$ cat config.mk
export PLATFORM = sky130hd
export DESIGN_NAME = rx_pipe_arbiter
export DESIGN_NICKNAME = d
export VERILOG_FILES = /design/src/rtl/rx_mac_pkg.sv /design/src/rtl/rx_arb_stats.sv /design/src/rtl/rx_pipe_arbiter.sv
export SDC_FILE = /design/constraint.sdc
export NUM_CORES = 1
export LEC_CHECK = 0
export ABC_AREA = 0
export ABC_CLOCK_PERIOD_IN_PS = 2700
export CORE_MARGIN = 2
export CORE_UTILIZATION = 30
export DETAILED_ROUTE_END_ITERATION = 6
export MAX_ROUTING_LAYER = met4
export PLACE_DENSITY = 0.93
export SYNTH_ARGS = -nofsm -noshare
export SYNTH_HDL_FRONTEND = slang
export SYNTH_SLANG_ARGS = --single-unit
export TNS_END_PERCENT = 50
$ cat constraint.sdc
create_clock -name clk -period 2.7 [get_ports clk]
set_input_delay 0.54 -clock clk [delete_from_list [all_inputs] [get_ports clk]]
set_output_delay 0.54 -clock clk [all_outputs]
set_load 0.01 [all_outputs]
$ cat src/rtl/rx_mac_pkg.sv
// Definitions shared by the rx MAC receive path (rx_fifo, rx_pipe_arbiter):
// word layout, bad-frame marker and arbiter state encoding.
package rx_mac_pkg;

  localparam int D        = 37;
  localparam int LAST_BIT = D - 1;

  // Word layout is {last, data[31:0], keep[3:0]}.
  localparam logic [D-1:0] BAD_FRAME_WORD = {1'b1, 32'd1, 4'd0};

  typedef logic [1:0] state_t;
  localparam state_t ARB  = 2'd0;
  localparam state_t GNT0 = 2'd1;
  localparam state_t GNT1 = 2'd2;

endpackage

$ cat src/rtl/rx_arb_stats.sv
// Frame statistics for rx_pipe_arbiter: frames per source and bad-frame markers.
// Instantiated only when RX_PIPE_ARBITER_STATS_EN is defined.
module rx_arb_stats
  import rx_mac_pkg::*;
(
  input  logic         clk,
  input  logic         resetn,
  input  logic         xfer,
  input  logic         last,
  input  logic         src,
  input  logic [D-1:0] data,
  output logic [15:0]  frames0,
  output logic [15:0]  frames1,
  output logic [15:0]  bad
);

  logic [15:0] frames0_q, frames1_q, bad_q;

  always_ff @(posedge clk or negedge resetn) begin
    if (!resetn) begin
      frames0_q <= '0;
      frames1_q <= '0;
      bad_q     <= '0;
    end else if (xfer && last) begin
      if (src) frames1_q <= frames1_q + 16'd1;
      else     frames0_q <= frames0_q + 16'd1;
      if (data == BAD_FRAME_WORD) bad_q <= bad_q + 16'd1;
    end
  end

  assign frames0 = frames0_q;
  assign frames1 = frames1_q;
  assign bad     = bad_q;

endmodule

$ cat src/rtl/rx_pipe_arbiter.sv
// Frame-atomic round-robin arbiter sharing one write pipe between two rx_fifos,
// with an overlong-frame watchdog. Statistics enabled by RX_PIPE_ARBITER_STATS_EN.
//
//   state | meaning
//   ARB   | no grant; registered round-robin decision between requesters
//   GNT0  | source 0 owns the pipe until its last word (or watchdog)
//   GNT1  | source 1 owns the pipe until its last word (or watchdog)
module rx_pipe_arbiter #(
  parameter int D         = 37,
  parameter int MAX_WORDS = 400,
  parameter int CW        = 9
) (
  input  logic         clk,
  input  logic         resetn,
  input  logic [D-1:0] s0_write_data,
  input  logic         s0_write_req,
  output logic         s0_write_ack,
  input  logic [D-1:0] s1_write_data,
  input  logic         s1_write_req,
  output logic         s1_write_ack,
  output logic [D-1:0] pipe_write_data,
  output logic         pipe_write_req,
  input  logic         pipe_write_ack,
  output logic         pipe_src_id,
  output logic         err_overlong,
  output logic [15:0]  stat_frames0,
  output logic [15:0]  stat_frames1,
  output logic [15:0]  stat_bad
);
  import rx_mac_pkg::*;

  state_t        state_q, state_d;
  logic          rr_ptr_q, rr_ptr_d;
  logic [CW-1:0] word_cnt_q, word_cnt_d;
  logic          err_q, err_d;
  logic          xfer;
  logic          is_last;
  logic          gnt_src;

  // Pure pass-through in grant states; everything is quiet in ARB and reset.
  always_comb begin
    pipe_write_data = '0;
    pipe_write_req  = 1'b0;
    pipe_src_id     = 1'b0;
    s0_write_ack    = 1'b0;
    s1_write_ack    = 1'b0;
    case (state_q)
      GNT0: begin
        pipe_write_data = s0_write_data;
        pipe_write_req  = s0_write_req;
        s0_write_ack    = pipe_write_ack & s0_write_req;
      end
      GNT1: begin
        pipe_write_data = s1_write_data;
        pipe_write_req  = s1_write_req;
        pipe_src_id     = 1'b1;
        s1_write_ack    = pipe_write_ack & s1_write_req;
      end
      default: ;
    endcase
  end

  assign gnt_src = (state_q == GNT1);
  assign xfer    = pipe_write_req & pipe_write_ack;
  assign is_last = pipe_write_data[D-1];

  always_comb begin
    state_d    = state_q;
    rr_ptr_d   = rr_ptr_q;
    word_cnt_d = word_cnt_q;
    err_d      = 1'b0;
    case (state_q)
      ARB: begin
        if (s0_write_req && s1_write_req) state_d = rr_ptr_q ? GNT1 : GNT0;
        else if (s0_write_req)            state_d = GNT0;
        else if (s1_write_req)            state_d = GNT1;
      end
      GNT0, GNT1: begin
        if (xfer) begin
          // The watchdog trips on the MAX_WORDS-th word if it is not a last word.
          if (is_last || word_cnt_q == CW'(MAX_WORDS - 1)) begin
            state_d    = ARB;
            rr_ptr_d   = ~gnt_src;
            word_cnt_d = '0;
            err_d      = ~is_last;
          end else if (word_cnt_q != '1) begin
            word_cnt_d = word_cnt_q + 1'b1;
          end
        end
      end
      default: state_d = ARB;
    endcase
  end

  always_ff @(posedge clk or negedge resetn) begin
    if (!resetn) begin
      state_q    <= ARB;
      rr_ptr_q   <= 1'b0;
      word_cnt_q <= '0;
      err_q      <= 1'b0;
    end else begin
      state_q    <= state_d;
      rr_ptr_q   <= rr_ptr_d;
      word_cnt_q <= word_cnt_d;
      err_q      <= err_d;
    end
  end

  assign err_overlong = err_q;

`ifdef RX_PIPE_ARBITER_STATS_EN
  rx_arb_stats u_stats (
    .clk     (clk),
    .resetn  (resetn),
    .xfer    (xfer),
    .last    (is_last),
    .src     (gnt_src),
    .data    (pipe_write_data),
    .frames0 (stat_frames0),
    .frames1 (stat_frames1),
    .bad     (stat_bad)
  );
`else
  assign stat_frames0 = 16'd0;
  assign stat_frames1 = 16'd0;
  assign stat_bad     = 16'd0;
`endif

endmodule

**Word level (Yosys, flattened, before mapping)**

Index checks and enable logic that the tools add are counted.

- Input bits: 79
- Flip-flop bits (word level): 13
- Logic and storage cells: 42
- Output and inout port bits: 90

- Add/sub/neg operators: 1
- Equal/unequal tests: 7
- Reductions and logical operators: 8
- Muxes and demuxes: 17
- Bitwise operators: 5

Operators by type and width:

| cell | count |
|---|---|
| $pmux 37 s2 | 1 |
| $mux 9 | 2 |
| $mux 2 | 6 |
| $add 9x1->9 const B | 1 |
| $eq 9x9->1 const B | 1 |
| $ne 9x9->1 const B | 1 |
| $reduce_and 3->1 | 3 |
| $mux 1 | 6 |
| $ne 2x2->1 const B | 2 |
| $ne 4x4->1 const B | 1 |
| $pmux 2 s2 | 1 |
| $and 1x1->1 | 3 |
| $eq 2x1->1 const B | 1 |
| $eq 2x2->1 const B | 1 |
| $logic_not 2->1 | 1 |
| $not 1->1 | 2 |
| $pmux 1 s2 | 1 |
| $reduce_bool 2->1 | 1 |
| $reduce_or 2->1 | 1 |
| $logic_and 1x1->1 | 1 |
| $logic_or 1x1->1 | 1 |

**Logic depth before layout (Yosys ltp)**

- Depth after elaboration: 6
- Mapped depth: 9
- Mapped depth without buffers: 8

**Worst setup path after synthesis**

Ideal clock, no wire load.

- Kind: flip-flop to flip-flop
- From: reg word_cnt_q[0]
- To: reg word_cnt_q[7]
- Required time: 2.572 ns
- Arrival: 2.085 ns
- Library setup time: 0.128 ns
- Setup slack: 0.486 ns
- Cell stages (with the launch flop): 10
- Clock period less this slack: 2.214 ns
- Path through: dfrtp_1 -> ha_1 -> and4_1 -> clkbuf_1 -> and4_1 -> ha_1 -> nand4b_1 -> nor3_1 -> mux2i_1 -> o21ai_0

- Cells in the longest elaborated chain, start to end: 4
- Elaborated cells between the ends (all ways): 8
- Those cells by class: add/sub: 1; eq/ne: 2; mux: 2; reduce/logical: 3

Ends and longest elaborated chain:

| what | RTL line | source |
|---|---|---|
| from (decl) | rx_pipe_arbiter.sv:34 | `logic [CW-1:0] word_cnt_q, word_cnt_d;` |
| from (signal assigned) | rx_pipe_arbiter.sv:104 | `word_cnt_q <= word_cnt_d;` |
| parallel branches: the longest is 4 deep, another holds $add 9x1->9 | n/a |  |

Several ways; the timed one is not identified. The select of a mux whose other input is x is not followed.
A chain may end at the register's enable or synchronous reset.

**Final worst setup path**

- From: reg state_q[0]
- To: out pipe_write_req

- Cells in the longest elaborated chain, start to end: 2
- Elaborated cells between the ends (all ways): 3
- Those cells by class: eq/ne: 2; mux: 1

Ends and longest elaborated chain:

| what | RTL line | source |
|---|---|---|
| from (decl) | rx_pipe_arbiter.sv:32 | `state_t state_q, state_d;` |
| from (signal assigned) | rx_pipe_arbiter.sv:102 | `state_q <= state_d;` |
| $eq 2x2->1 / $eq 2x1->1 (equally long branches) | rx_pipe_arbiter.sv:47 | `case (state_q)` |
| $pmux 1 s2 (*) | rx_pipe_arbiter.sv:47 |  |
| to (decl) | rx_pipe_arbiter.sv:22 | `output logic pipe_write_req,` |

Mark *: on every way between the ends. The rest lies on a longest branch, timed or not.

==> parameters.txt <==
Parameter                              Value

Global route
  Largest net degree at the start of global routing    41
  Vias in the first global route    between 1.5k and 2k
  Global-route wire length before repair    around 8000 um
  Remaining global-route overflow    0
  All-layer global routing usage    approximately 16%
  Antenna violations before repair    0

Critical path
  Setup Crit Path Kind    reg -> out
  CP Launch Type    flip-flop
  CP arrival    about 2.1 ns
  Critical Path End Type    output port
  Data required, critical path    2.16 ns
  Maximum fanout along the worst path    40
  R2R Setup Slk    about 0.3 ns

Logic synthesis
  Compound-cell area share of the yosys netlist    between 20% and 30%
  Proportion of synthesized chip area in sequential cells    between 10% and 20%
  Cell area after synthesis    ~1700 sq um
  Netlist cell types    39
  Cell type contributing the most total cell area after synthesis    sky130_fd_sc_hd__buf_4
  Post-Syn Area per Cell    ~7.6 sq um
  Proportion of netlist area held by the largest area contributor    around 21%
  Cell with the most instances after synthesis    sky130_fd_sc_hd__buf_4
  Area fraction in and, or, nand and nor cells after synthesis    roughly 20%
  Combinational family with the most area after synthesis    compound AO/OA/AOI/OAI gates
  Top cell types by occurrence after synthesis    sky130_fd_sc_hd__buf_4, sky130_fd_sc_hd__nor2_1, sky130_fd_sc_hd__a22oi_1
  Warning count from the yosys run    0
  Post-Synth Adder-Cell Area    3.73%
  Post-synthesis xor/xnor area fraction    0%
  Count of flip-flops with a built-in enable after synthesis    0
  Post-synth ARST share    between 90% and 100%
  Flop and latch count out of synthesis    13
  Multiplexer area fraction after synthesis    ~1.3%
  Ranking of synthesized cells by area    sky130_fd_sc_hd__buf_4, sky130_fd_sc_hd__dfrtp_1, sky130_fd_sc_hd__a22oi_1, sky130_fd_sc_hd__nor2_1, sky130_fd_sc_hd__ha_1
  Ys flop type    sky130_fd_sc_hd__dfrtp_1
  Count of mapped cells out of synthesis    approximately 220

Routing
  Via count    roughly 1.9k
  Vias per cell    4.73
  Drt first-iter violations    about 160
  Post-route DRC violation count    0
  Routed wire per std cell    ~14 um
  Drt first pass iters    5
  Antenna viol nets, final    0
  Drt total wl    between 5000 and 6000 um

Power and ir drop
  Power after layout    roughly 2.1 mW
  Leakage dissipation    1.16 nW
  Combinational power share    between 70 and 80%
  Clock group share of total power    ~8.2%
  Cell internal pwr    ~1.2 mW
  Sequential fraction of design power    13.4%
  Switching power total    roughly 950 uW
  Pwr/cell area    753 nW/um^2
  Worst-case vdd ir drop    0.528 mV
  Fraction of power spent switching nets    between 40% and 50%

STA
  Max Slew Vio Count    0
  Final critical delay including setup and external delays    between 2 and 3 ns
  Final-layout setup total negative slack    0 ns
  Final number of setup-violating endpoints    0
  Transition time at the pin with the least slew margin    a little under 0.6 ns
  Hold violation count in the final report    0
  Max_slew headroom    around three fifths
  Ratio of final minimum period to clock period    95.9%
  Setup repair after global routing missed its margin    false
  Max Clk Rate    slightly below 0.4 GHz
  Worst Clk Skew    0.000409 ns

CTS
  CTS-repair resized insts    0
  Num CTS Buffers    3
  Buffer levels on the longest clock path    2
  CTS tree    built
  Post-CTS setup buffer count    0
  Quantity of hold-fixing buffers added after cts    0
  Clock Root Buffer    sky130_fd_sc_hd__clkbuf_8
  Clock-pin slew reported for the worst setup and hold paths after clock tree synthesis    0.05 ns
  Total number of clock tree sinks    13
  H-Tree Level Count    1
  Latest clock arrival within the worst-skew pair    approximately 0.25 ns

Die
  Initial Util    a little under a third
  I/O Pins    between 150 and 200
  Die span in x    just under 80 um
  DIE AREA    approximately 6200 sq um
  Site Rows    27
  Y dimension of the die    roughly 80 um
  Core area    ~5400 sq um

Min path
  Min-delay worst type    reg -> reg

Finish
  Fraction of layout instances using a drive strength above 1    4.18%
  Count of filler cells inserted in the layout    between 400 and 500
  Final layout net count    420
  Ant. Diodes    0
  Post-synthesis to final-layout area growth    69.3%

Run status
  Status    finished, final reports clean

Placed design
  Gpl congestion    ~0.85
  Half-perimeter wire length after placement    about 4400 um
  Count of port buffers added during placement    120

Job
  Max Cap Violations    0
==> cell type report <==
type | instances | area [sq um] | area share [%]
repair buffers | 125 | 1280 | 44.9
multi-input cells | 188 | 1080 | 38.2
flip-flops and latches | 13 | 325 | 11.5
well taps | 72 | 90.1 | 3.17
clock buffers | 4 | 45.0 | 1.59
inverters | 5 | 18.8 | 0.661
==> power groups by stage <==
stage	Clock (mW)	Sequential, mW	Combinational, mW
global placement	0	0.281	1.64
detailed placement	0	0.286	1.67
global route	0.188	0.290	1.81
floorplan	0	0.276	0.945
CTS	0.181	0.284	1.68
finish	0.176	0.286	1.68
==> kinds of logic (layout without fill, tap and decap cells) <==
family / after synthesis / after routing
and+or+nand+nor: 70 / 70
buffers and inverters: 68 / 134
AOI/OAI and AO/OA: 63 / 63
DFF: 13 / 13
adders and majority gates: 5 / 5
muxes: 2 / 2
other: 1 / 48
==> through the flow <==
stage	worst slack [ns]	instance area (sq um)	hold WS [ns]	util [%]	instances
after detailed placement	0.233	2800	0.489	51.4	403
final	0.109	2840	0.529	52.2	407
after floorplan	0.486	1850	0.244	-	269
after global routing	0.00616	2840	0.563	52.2	407
after global placement	0.252	2800	0.486	51.4	403
after CTS	0.0985	2840	0.530	52.2	407
==> metal layers <==
| metal | wire, um | vias to the layer above | global-route usage (%) | part of all wire [%] |
|---|---|---|---|---|
| met4 | 110 | 0 | 5.96 | 2.0 |
| met1 | 2150 | 881 | 17.4 | 39 |
| li1 | - | 924 | - | - |
| met3 | 306 | 11 | 1.70 | 5.5 |
| met5 | 0 | - | - | 0 |
| met2 | 2950 | 110 | 30.5 | 54 |
==> path summary, 6_finish.rpt <==
kind | start | end | cells past startpoint
worst max register to register | word_cnt_q[0] | word_cnt_q[7] | 8
min in group asynchronous | resetn | word_cnt_q[1] | 1
worst min-delay path | rr_ptr_q | rr_ptr_q | 2
worst min register to register | rr_ptr_q | rr_ptr_q | 2
worst max-delay path | state_q[0] | pipe_write_req | 6
max in group asynchronous | resetn | state_q[0] | 1
==> sequential cells by signal, summed over array words and instances (netlist names) <==
signal        cells
rr_ptr_q          1
word_cnt_q        9
err_overlong      1
state_q           2
==> critical path, cell delays in order (launching register included) <==
cell and delay, ns:
sky130_fd_sc_hd__dfrtp_1 0.37, sky130_fd_sc_hd__inv_1 0.09, sky130_fd_sc_hd__ha_1 0.25, sky130_fd_sc_hd__buf_12 0.18, sky130_fd_sc_hd__a22oi_1 0.33, sky130_fd_sc_hd__nor2_1 0.08
sky130_fd_sc_hd__clkdlybuf4s50_1 0.49
==> layout by cell type, fill, tap and decap left out, drive strengths merged <==
cell type	n
a22oi	38
and4b	1
a21oi	2
clkbuf	4
and4	2
or2	1
nand4b	1
nor2	41
o21a	1
a221oi	1
nand2	7
a222oi	2
a211oi	1
and2	1
o22ai	2
a32o	1
o21ai	6
ha	5
inv	5
nor4	1
dfrtp	13
mux2i	1
and3	2
mux2	1
nor2b	2
o31ai	1
a21o	3
nor3	5
nand2b	3
nand3	2
nor4b	1
clkdlybuf4s50	120
buf	5
a22o	5
conb	48
No activity file was read; power rests on OpenSTA's default activity.
==> variant, RTL diff (same settings) <==
Change the parameter `CW` from 9 to 8.
--- a/src/rtl/rx_pipe_arbiter.sv
+++ b/src/rtl/rx_pipe_arbiter.sv
@@ -9,5 +9,5 @@
   parameter int D         = 37,
   parameter int MAX_WORDS = 400,
-  parameter int CW        = 9
+  parameter int CW        = 8
 ) (
   input  logic         clk,
Behaviour: same outputs for any inputs over 10 cycles, from zero or initial values and one cycle with resetn low; that may be too few to reach the edited logic, so the function may still have changed.
==> variant against the original RTL <==
- sequential cell count decreased by 1
- wire length grew 8.4%
- final area rose by 3.4%
- via count grew 1.8%
- power is 2.9% higher
- global-route usage increased by 1.6 points
- area after synthesis rose by 1.4%
- first-iteration DRC count is 34% lower
- setup slack got worse by 0.022 ns
- critical endpoint unchanged
==> variant: results (changes against the original RTL) <==
CP max FO=35 (was 40); top-area cell type share of the netlist area=0.212 (was 0.215); Clock power frac=0.089 (was 0.082); static leakage=1.18 nW (was 1.16 nW); Place WS=0.197 ns (was 0.233 ns); Final Instance Count excl. Fillers=405 (was 407); vias=1,961 (was 1,926); worst clock skew=0.000911 ns (was 0.000409 ns); total CTS buffers=3 (unchanged); top flop regs=word_cnt_q (8), state_q (2) (was word_cnt_q (9), state_q (2)); FF-to-FF setup slack=0.64 ns (was 0.30 ns); top cell types by occurrence after synthesis=buf_4, a22oi_1, nor2b_1, clkbuf_1, dfrtp_1 (was buf_4, nor2_1, a22oi_1, dfrtp_1, clkbuf_1); Fmax=0.383 GHz (was 0.386 GHz); Pre-Repair DR Iteration Count=4 (was 5); wire per inst=14.8 µm (was 13.6 µm); Pint=1.30 mW (was 1.18 mW); pin count of the biggest net entering global routing=37 (was 41); starting DRC count in detailed routing=104 (was 157); worst path arrival time=2.07 ns (was 2.05 ns); CP peak stage delay=0.53 ns (was 0.49 ns); placed inst area=2850 µm² (was 2800 µm²); worst vdd ir=0.469 mV (was 0.528 mV); ratio of cells with drive above 1 in the final layout=0.0661 (was 0.0418); filler cell count=489 (was 481); Power Total=2.20 mW (was 2.14 mW); register area share after synthesis=0.176 (was 0.194); Post-Syn Area per Cell=7.95 µm² (was 7.56 µm²); placed insts=401 (was 403); hpwl dp=4770 µm (was 4420 µm); status=complete, no violations (unchanged); Hold WS=0.534 ns (was 0.529 ns); vias in the first global route=1,900 (was 1,815)
==> variant: area by class of cell <==
type                            instances  area, µm²  share of cell area
Clock buffer                            4       55.1              0.0187
Timing Repair Buffer                  130       1310               0.446
Inverter                                4       15.0             0.00511
Tap cell                               72       90.1              0.0307
Sequential cell                        12        300               0.102
Multi-Input combinational cell        183       1170               0.397
==> variant: what timing repair did <==
action	4_1_cts	5_1_grt
setup buffers	0	0
setup endpoints to repair	1	2
hold buffers	0	0
gates resized for setup	2	5
==> variant: worst min-delay path by stage <==
stage | from | endpoint | cells after the start
2_1_floorplan | resetn | err_overlong | 0
3_3_place_gp | word_cnt_q[1] | word_cnt_q[1] | 1
3_5_place_dp | word_cnt_q[1] | word_cnt_q[1] | 1
4_1_cts | word_cnt_q[1] | word_cnt_q[1] | 1
5_1_grt | word_cnt_q[1] | word_cnt_q[1] | 1
6_report | word_cnt_q[1] | word_cnt_q[1] | 1
==> variant: cells by family (layout without fill, tap and decap cells) <==
family	count (synthesis)	in the layout	synth area share
buffers and inverters	66	138	0.256
adders and majority gates	4	4	0.0294
other	1	48	0.00220
AOI/OAI and AO/OA	65	65	0.297
and+or+nand+nor	65	65	0.232
muxes	1	1	0.00662
DFF	12	12	0.176
==> variant: worst register-to-register path: cells and delay by family (launching register included) <==
kind                       cells  cell delay (ns)
and+or+nand+nor                1             0.09
DFF                            1             0.40
adders and majority gates      1             0.26
AOI/OAI and AO/OA              3             0.67
buffers and inverters          3             0.52
==> variant: layer usage <==
metal / vias up / global-route usage / wire length (µm)
met5: - / - / 0
li1: 917 / - / -
met4: 0 / 0.0655 / 172
met1: 903 / 0.205 / 2310
met3: 19 / 0.0205 / 354
met2: 122 / 0.316 / 3140
